File: src/rtl/sort_oet_engine_pkg.sv
// Shared definitions for the sort engine family: FSM state encoding and phase parity.
package sort_pkg;
  typedef enum logic [1:0] {
    IDLE = 2'd0,
    SORT = 2'd1,
    DONE = 2'd2
  } state_t;

  localparam logic PH_EVEN = 1'b0;
  localparam logic PH_ODD  = 1'b1;
endpackage

File: src/rtl/sort_oet_engine_if.sv
// Input/output stream bundle for sort_oet_engine; master drives vectors, slave is the engine.
interface sort_oet_engine_if #(
  parameter int N = 8,
  parameter int W = 32
);
  localparam int CW = $clog2(N + 1);

  logic           in_valid;
  logic           in_ready;
  logic [N*W-1:0] in_data;
  logic           in_descend;
  logic           out_valid;
  logic           out_ready;
  logic [N*W-1:0] out_data;
  logic [CW-1:0]  out_phases;

  modport master (
    output in_valid, in_data, in_descend, out_ready,
    input  in_ready, out_valid, out_data, out_phases
  );

  modport slave (
    input  in_valid, in_data, in_descend, out_ready,
    output in_ready, out_valid, out_data, out_phases
  );
endinterface

File: src/rtl/sort_oet_engine_cmp_swap.sv
// Single compare-exchange cell: lo/hi are the keys for positions j and j+1 after the phase.
module cmp_swap #(
  parameter int W = 32
) (
  input  logic [W-1:0] a,
  input  logic [W-1:0] b,
  input  logic         descend,
  output logic [W-1:0] lo,
  output logic [W-1:0] hi,
  output logic         swapped
);
  // Strict compares so equal keys stay put and never report a swap.
  always_comb begin
    swapped = descend ? (a < b) : (a > b);
    lo      = swapped ? b : a;
    hi      = swapped ? a : b;
  end
endmodule

File: src/rtl/sort_oet_engine.sv
// Iterative odd-even transposition sorter: one compare-exchange phase per clock, early exit
// after two consecutive swap-free phases, result held until the downstream handshake.
module sort_oet_engine
  import sort_pkg::*;
#(
  parameter int N = 8,
  parameter int W = 32
) (
  input  logic                clk,
  input  logic                rst,
  sort_oet_engine_if.slave    bus
);
  localparam int CW  = $clog2(N + 1);
  localparam int NE  = N / 2;
  localparam int NO  = (N - 1) / 2;
  localparam int NOW = (NO > 0) ? NO : 1;

  state_t         state;
  logic           phase;
  logic [CW-1:0]  cnt;
  logic           zero_prev;
  logic           desc_q;
  logic [W-1:0]   work   [N];
  logic [W-1:0]   even_v [N];
  logic [W-1:0]   odd_v  [N];
  logic [W-1:0]   next_v [N];
  logic [NE-1:0]  ev_sw;
  logic [NOW-1:0] od_sw;
  logic           any_swap;
  logic           last_phase;
  logic           out_valid_q;
  logic [N*W-1:0] out_data_q;
  logic [CW-1:0]  out_phases_q;

  for (genvar i = 0; i < NE; i++) begin : g_even
    cmp_swap #(.W(W)) u_cs (
      .a(work[2*i]), .b(work[2*i+1]), .descend(desc_q),
      .lo(even_v[2*i]), .hi(even_v[2*i+1]), .swapped(ev_sw[i])
    );
  end
  if (N % 2 == 1) begin : g_even_tail
    assign even_v[N-1] = work[N-1];
  end

  // Odd phase: key 0 always passes through, and the last key too when N is even.
  assign odd_v[0] = work[0];
  for (genvar i = 0; i < NO; i++) begin : g_odd
    cmp_swap #(.W(W)) u_cs (
      .a(work[2*i+1]), .b(work[2*i+2]), .descend(desc_q),
      .lo(odd_v[2*i+1]), .hi(odd_v[2*i+2]), .swapped(od_sw[i])
    );
  end
  if (N % 2 == 0) begin : g_odd_tail
    assign odd_v[N-1] = work[N-1];
  end
  if (NO == 0) begin : g_odd_none
    assign od_sw = '0;
  end

  always_comb begin
    any_swap = (phase == PH_EVEN) ? |ev_sw : |od_sw;
    for (int i = 0; i < N; i++) next_v[i] = (phase == PH_EVEN) ? even_v[i] : odd_v[i];
    last_phase = (cnt == CW'(N - 1)) || (!any_swap && zero_prev);
  end

  // Working vector: loaded on accept, rewritten every SORT cycle; reset only affects control.
  always_ff @(posedge clk) begin
    if (state == IDLE && bus.in_valid) begin
      for (int i = 0; i < N; i++) work[i] <= bus.in_data[i*W +: W];
    end else if (state == SORT) begin
      for (int i = 0; i < N; i++) work[i] <= next_v[i];
    end
  end

  always_ff @(posedge clk or posedge rst) begin
    if (rst) begin
      state        <= IDLE;
      phase        <= PH_EVEN;
      cnt          <= '0;
      zero_prev    <= 1'b0;
      desc_q       <= 1'b0;
      out_valid_q  <= 1'b0;
      out_data_q   <= '0;
      out_phases_q <= '0;
    end else begin
      case (state)
        IDLE: begin
          if (bus.in_valid) begin
            desc_q    <= bus.in_descend;
            phase     <= PH_EVEN;
            cnt       <= '0;
            zero_prev <= 1'b0;
            state     <= SORT;
          end
        end
        SORT: begin
          phase     <= ~phase;
          cnt       <= cnt + CW'(1);
          zero_prev <= ~any_swap;
          if (last_phase) begin
            state        <= DONE;
            out_valid_q  <= 1'b1;
            out_phases_q <= cnt + CW'(1);
            for (int i = 0; i < N; i++) out_data_q[i*W +: W] <= next_v[i];
          end
        end
        DONE: begin
          if (bus.out_ready) begin
            out_valid_q <= 1'b0;
            state       <= IDLE;
          end
        end
        default: state <= IDLE;
      endcase
    end
  end

  assign bus.in_ready   = (state == IDLE);
  assign bus.out_valid  = out_valid_q;
  assign bus.out_data   = out_data_q;
  assign bus.out_phases = out_phases_q;
endmodule

File: src/flat_wrapper.sv
// flat-port wrapper written by rule: the top's interface ports become plain ports
module sort_oet_engine_flat import sort_pkg::*;
#(
  parameter int N = 8,
  parameter int W = 32
)
  (clk, rst, bus_in_valid, bus_in_data, bus_in_descend, bus_out_ready, bus_in_ready, bus_out_valid, bus_out_data, bus_out_phases);
  sort_oet_engine_if #(.N(N), .W(W)) bus_i ();
  input  logic clk;
  input  logic rst;
  input wire logic [$bits(bus_i.in_valid)-1:0] bus_in_valid;
  input wire logic [$bits(bus_i.in_data)-1:0] bus_in_data;
  input wire logic [$bits(bus_i.in_descend)-1:0] bus_in_descend;
  input wire logic [$bits(bus_i.out_ready)-1:0] bus_out_ready;
  output wire logic [$bits(bus_i.in_ready)-1:0] bus_in_ready;
  output wire logic [$bits(bus_i.out_valid)-1:0] bus_out_valid;
  output wire logic [$bits(bus_i.out_data)-1:0] bus_out_data;
  output wire logic [$bits(bus_i.out_phases)-1:0] bus_out_phases;
  assign bus_i.in_valid = bus_in_valid;
  assign bus_i.in_data = bus_in_data;
  assign bus_i.in_descend = bus_in_descend;
  assign bus_i.out_ready = bus_out_ready;
  assign bus_in_ready = bus_i.in_ready;
  assign bus_out_valid = bus_i.out_valid;
  assign bus_out_data = bus_i.out_data;
  assign bus_out_phases = bus_i.out_phases;
  sort_oet_engine #(.N(N), .W(W)) u_core (.clk(clk), .rst(rst), .bus(bus_i));
endmodule
File: config.mk
export PLATFORM = sky130hd
export DESIGN_NAME = sort_oet_engine_flat
export DESIGN_NICKNAME = d
export VERILOG_FILES = /design/src/rtl/sort_oet_engine_pkg.sv /design/src/rtl/sort_oet_engine_if.sv /design/src/rtl/sort_oet_engine_cmp_swap.sv /design/src/rtl/sort_oet_engine.sv /design/src/flat_wrapper.sv
export SDC_FILE = /design/constraint.sdc
export NUM_CORES = 2
export LEC_CHECK = 0
export ABC_AREA = 1
export BUFFER_PORTS_ARGS = -buffer_cell sky130_fd_sc_hd__clkbuf_2
export CAP_MARGIN = 0
export CORE_MARGIN = 10
export CORE_UTILIZATION = 53
export CTS_CLUSTER_SIZE = 12
export DETAILED_ROUTE_END_ITERATION = 7
export GPL_TIMING_DRIVEN = 0
export PLACE_DENSITY_LB_ADDON = 0.3
export SLEW_MARGIN = 25
export SYNTH_ARGS = -nofsm -noshare
export SYNTH_HDL_FRONTEND = slang
export SYNTH_SLANG_ARGS = --single-unit
File: constraint.sdc
create_clock -name clk -period 9.7 [get_ports clk]
set_input_delay 1.94 -clock clk [delete_from_list [all_inputs] [get_ports clk]]
set_output_delay 1.94 -clock clk [all_outputs]
set_load 0.05 [all_outputs]
==> summary.md <==
The max-slew violation count is 0, and the biggest cell delay along the critical path is 0.47 ns. Synthesis produced a netlist with a net count of 4746. At the end of routability-driven placement, the weighted congestion stood at 1.02. The tools report the worst hold-check slack as 0.466 ns.

The synthesized netlist occupies a cell area of 0.0331 mm^2. The number of synthesized register bits was 526. TritonCTS built the clock tree. In the synthesized netlist, the number of instances is 4260. Setup violations remaining at the end of the flow were counted as 0. Count of final hold-check violations: 0.

The number of global-route vias before repair came out at 33248. The die is 270 um tall. The first global-routing pass estimated 204000 um of wire. The final worst slack is 5.57 ns, and the number of buffers inserted during clock tree synthesis is 58. CTS saw 526 sinks. The fraction of layout instances using a drive strength above 1 is 0.146, and the count of nets after finishing is 5334. The tools report the count of buffers added by post-CTS timing repair for setup as 0.

Routing layer with the top usage in global route: met2. The slowest stage of the critical path is the sky130_fd_sc_hd__edfxtp_1 cell. The post-route fraction of the period consumed by the critical path came out at 0.426. The number of max-cap violations is 0, and the full die area is 0.0728 mm^2. For the pin with the worst max-slew slack, the measured transition is 1.13 ns. The tools report the number of violations reported at the end of detailed-routing iteration 0 as 3844. On the final layout, the worst clock skew is 0.0278 ns.

The clock-pin transition on the worst setup and hold timing paths was 0.06 ns. Clock latency of the later-clocked register in the worst-skew pair: 0.65 ns. The global-route total usage across every layer is 0.366. Setup repair after global routing left no endpoint under its margin.

Entering global routing, the biggest net connects 95 pins. The worst setup path is launched from a flip-flop. For the area of the placeable core, the log shows 0.0617 mm^2.

The total routed wirelength was 139000 um. The logs give 0.0867 for the met3 demand-to-capacity share in global routing and 2 for the maximum level of the CTS H-tree. The count of nets left with antenna violations once routing finished came out at 0.

The worst path needs 4.13 ns of the cycle, external delays included. In this run the tool buffered the top-level ports with 522 buffer cells. At the placement stage, the worst setup path has a slack of 5.23 ns. Of all nets on the critical path, the largest fanout is 10. Detailed placement ended at an HPWL of 111000 um. The starting utilization of the core area was 0.536. The total overflow left after global routing is 0. Adding up every negative setup slack in the final design gives 0 ns.

The worst min-delay path class was flip-flop to flip-flop. For the initial antenna violation count, the log shows 10. Clock tree synthesis selected as its root buffer the cell sky130_fd_sc_hd__clkbuf_16. The die span in x was 270 um. The number of warnings printed during yosys synthesis was 0; the core occupancy in the finished layout was 0.629. The flow ran to the end, and the final reports show no timing, DRC or antenna violations. Using the TritonRoute via totals, the vias-per-cell ratio works out to 5.97. Post-CTS repair changed the size of 0 cells. The met2 routing resource usage after global routing is 0.599.

The achievable clock frequency was 242 MHz. Sequential area share after synthesis: 0.437. During I/O placement, the number of pins put on the boundary was 523. For the worst setup path, the data arrival time is 4.70 ns.

Before antenna repair, the detailed router went through 8 iterations. Worst setup path category: flip-flop to flip-flop. The element type at the critical path end is a flip-flop. After synthesis, the netlist uses 33 different library cells. In this design, the critical path's most frequently occurring cell is sky130_fd_sc_hd__nand2_1. Walking the worst path, the cells encountered are inv_1 -> ha_1 -> a21oi_1 -> nor2_1 -> nor2_1 -> nand2_1 -> nand2_1 -> nand2_1 -> nand2_1 -> nand3_1 -> nand2_2 -> nand2_1 -> nor2_1 -> nand2_1 -> nand2_1 -> nand2_1 -> nand2_4 -> buf_4 -> buf_2 -> nand3_1 -> nand2_1. Each instance of the synthesized netlist takes up on average 7.76 um^2. The total via count after detailed routing is 34271. The met1 demand-to-capacity share in global routing came out at 0.430.

No sink is reached through more buffers than the 3 on the longest clock path. The tools report the worst slew margin relative to its limit as 0.244. The required time at the worst-slack endpoint is 10.27 ns, and the cts-stage hold buffer count is 0.

In the routed design, unresolved DRC markers number 0. From synthesis to final layout, the design area changed by 17.4%. Row generation in the floorplan step produced 91 rows. The routed wirelength normalized by instance count works out to 24.1 um.
[placed cells by master, fill, tap and decap left out, drive strengths merged]
| cell | instances |
|---|---|
| a21o | 7 |
| a21oi | 301 |
| a22o | 3 |
| a31oi | 188 |
| buf | 112 |
| bufinv | 1 |
| clkbuf | 783 |
| clkinv | 18 |
| dfrtp | 270 |
| diode | 7 |
| edfxtp | 256 |
| ha | 225 |
| inv | 275 |
| nand2 | 1392 |
| nand3 | 280 |
| nand3b | 2 |
| nand4 | 20 |
| nor2 | 244 |
| nor2b | 1 |
| nor3 | 8 |
| nor3b | 3 |
| nor4 | 2 |
| o211ai | 187 |
| o21a | 14 |
| o21ai | 299 |
| o21bai | 4 |
| xor2 | 2 |
[worst max-delay path: cells and delay by family (launching register included)]
| family | cells | cell delay [ns] |
|---|---|---|
| compound gates | 1 | 0.13 |
| fa+ha+maj | 1 | 0.33 |
| buf+inv | 3 | 1.06 |
| flops | 1 | 0.47 |
| simple gates | 16 | 2.06 |
[sequential cells by signal (all words and copies together), names as in the netlist]
name	cells
u_core.bus.out_data	256
u_core.bus.out_phases	4
u_core.bus.out_valid	1
u_core.cnt	4
u_core.desc_q	1
u_core.phase	1
u_core.state	2
u_core.work	256
u_core.zero_prev	1
[final timing paths]
kind / from / endpoint / slack, ns / cells past startpoint
hold / removal: u_core.bus.out_data[138]$_DFFE_PP0P_ / u_core.bus.out_data[138]$_DFFE_PP0P_ / 0.47 / 2
setup reg to reg: u_core.work[0][37]$_DFFE_PP_ / u_core.bus.out_data[93]$_DFFE_PP0P_ / 5.57 / 21
hold reg to reg: u_core.bus.out_data[138]$_DFFE_PP0P_ / u_core.bus.out_data[138]$_DFFE_PP0P_ / 0.47 / 2
min in group asynchronous: rst / u_core.bus.out_phases[1]$_DFFE_PP0P_ / 1.28 / 2
setup / recovery: u_core.work[0][37]$_DFFE_PP_ / u_core.bus.out_data[93]$_DFFE_PP0P_ / 5.57 / 21
max in group asynchronous: rst / u_core.bus.out_data[70]$_DFFE_PP0P_ / 7.58 / 3
[cells in the mapped netlist, drive strengths merged]
master,n,area [um^2]
nand2,1392,5250
a21oi,301,1510
o21ai,299,1500
nand3,280,1400
inv,272,1020
dfrtp,270,6760
edfxtp,256,7690
nor2,244,916
ha,225,2820
a31oi,188,1180
o211ai,187,1400
clkbuf,173,649
buf,106,520
nand4,20,125
o21a,14,105
nor3,8,40.0
a21o,7,52.6
o21bai,4,30.0
a22o,3,26.3
nor3b,3,27.5
nand3b,2,15.0
nor4,2,18.8
xor2,2,17.5
clkinv,1,3.75
nor2b,1,6.26
[cell families after synthesis]
group	synth area share
buf+inv	0.0664
xor+xnor	0.000530
flops	0.437
simple gates	0.236
compound gates	0.175
fa+ha+maj	0.0851
[cell type report]
cell class / instances / area, um^2
fillers: 5653 / 22900
multi-input cells: 3182 / 16400
flip-flops and latches: 526 / 14400
repair buffers: 528 / 2780
clock buffers: 88 / 1760
plain buffers: 279 / 1170
well taps: 837 / 1050
inverters: 273 / 1040
clock inverters: 21 / 138
diodes: 7 / 17.5
[stage by stage]
step                      cells  area [um^2]
final                      5741        38800
after floorplan            4260        33100
after global routing       5739        38800
after CTS                  5734        38800
after global placement     5619        36700
after detailed placement   5625        36900
[layer usage]
layer  up-vias  routed length, um  part of all wire
met3       429              15200              0.11
met1     15992              49500              0.36
met2      2072              64100              0.46
li1      15770                  -                 -
met4         8               9640             0.070
met5         -                 53           0.00038
Power is not shown: default switching activity piles up to over one toggle a cycle in this logic, so the estimate is an artifact.
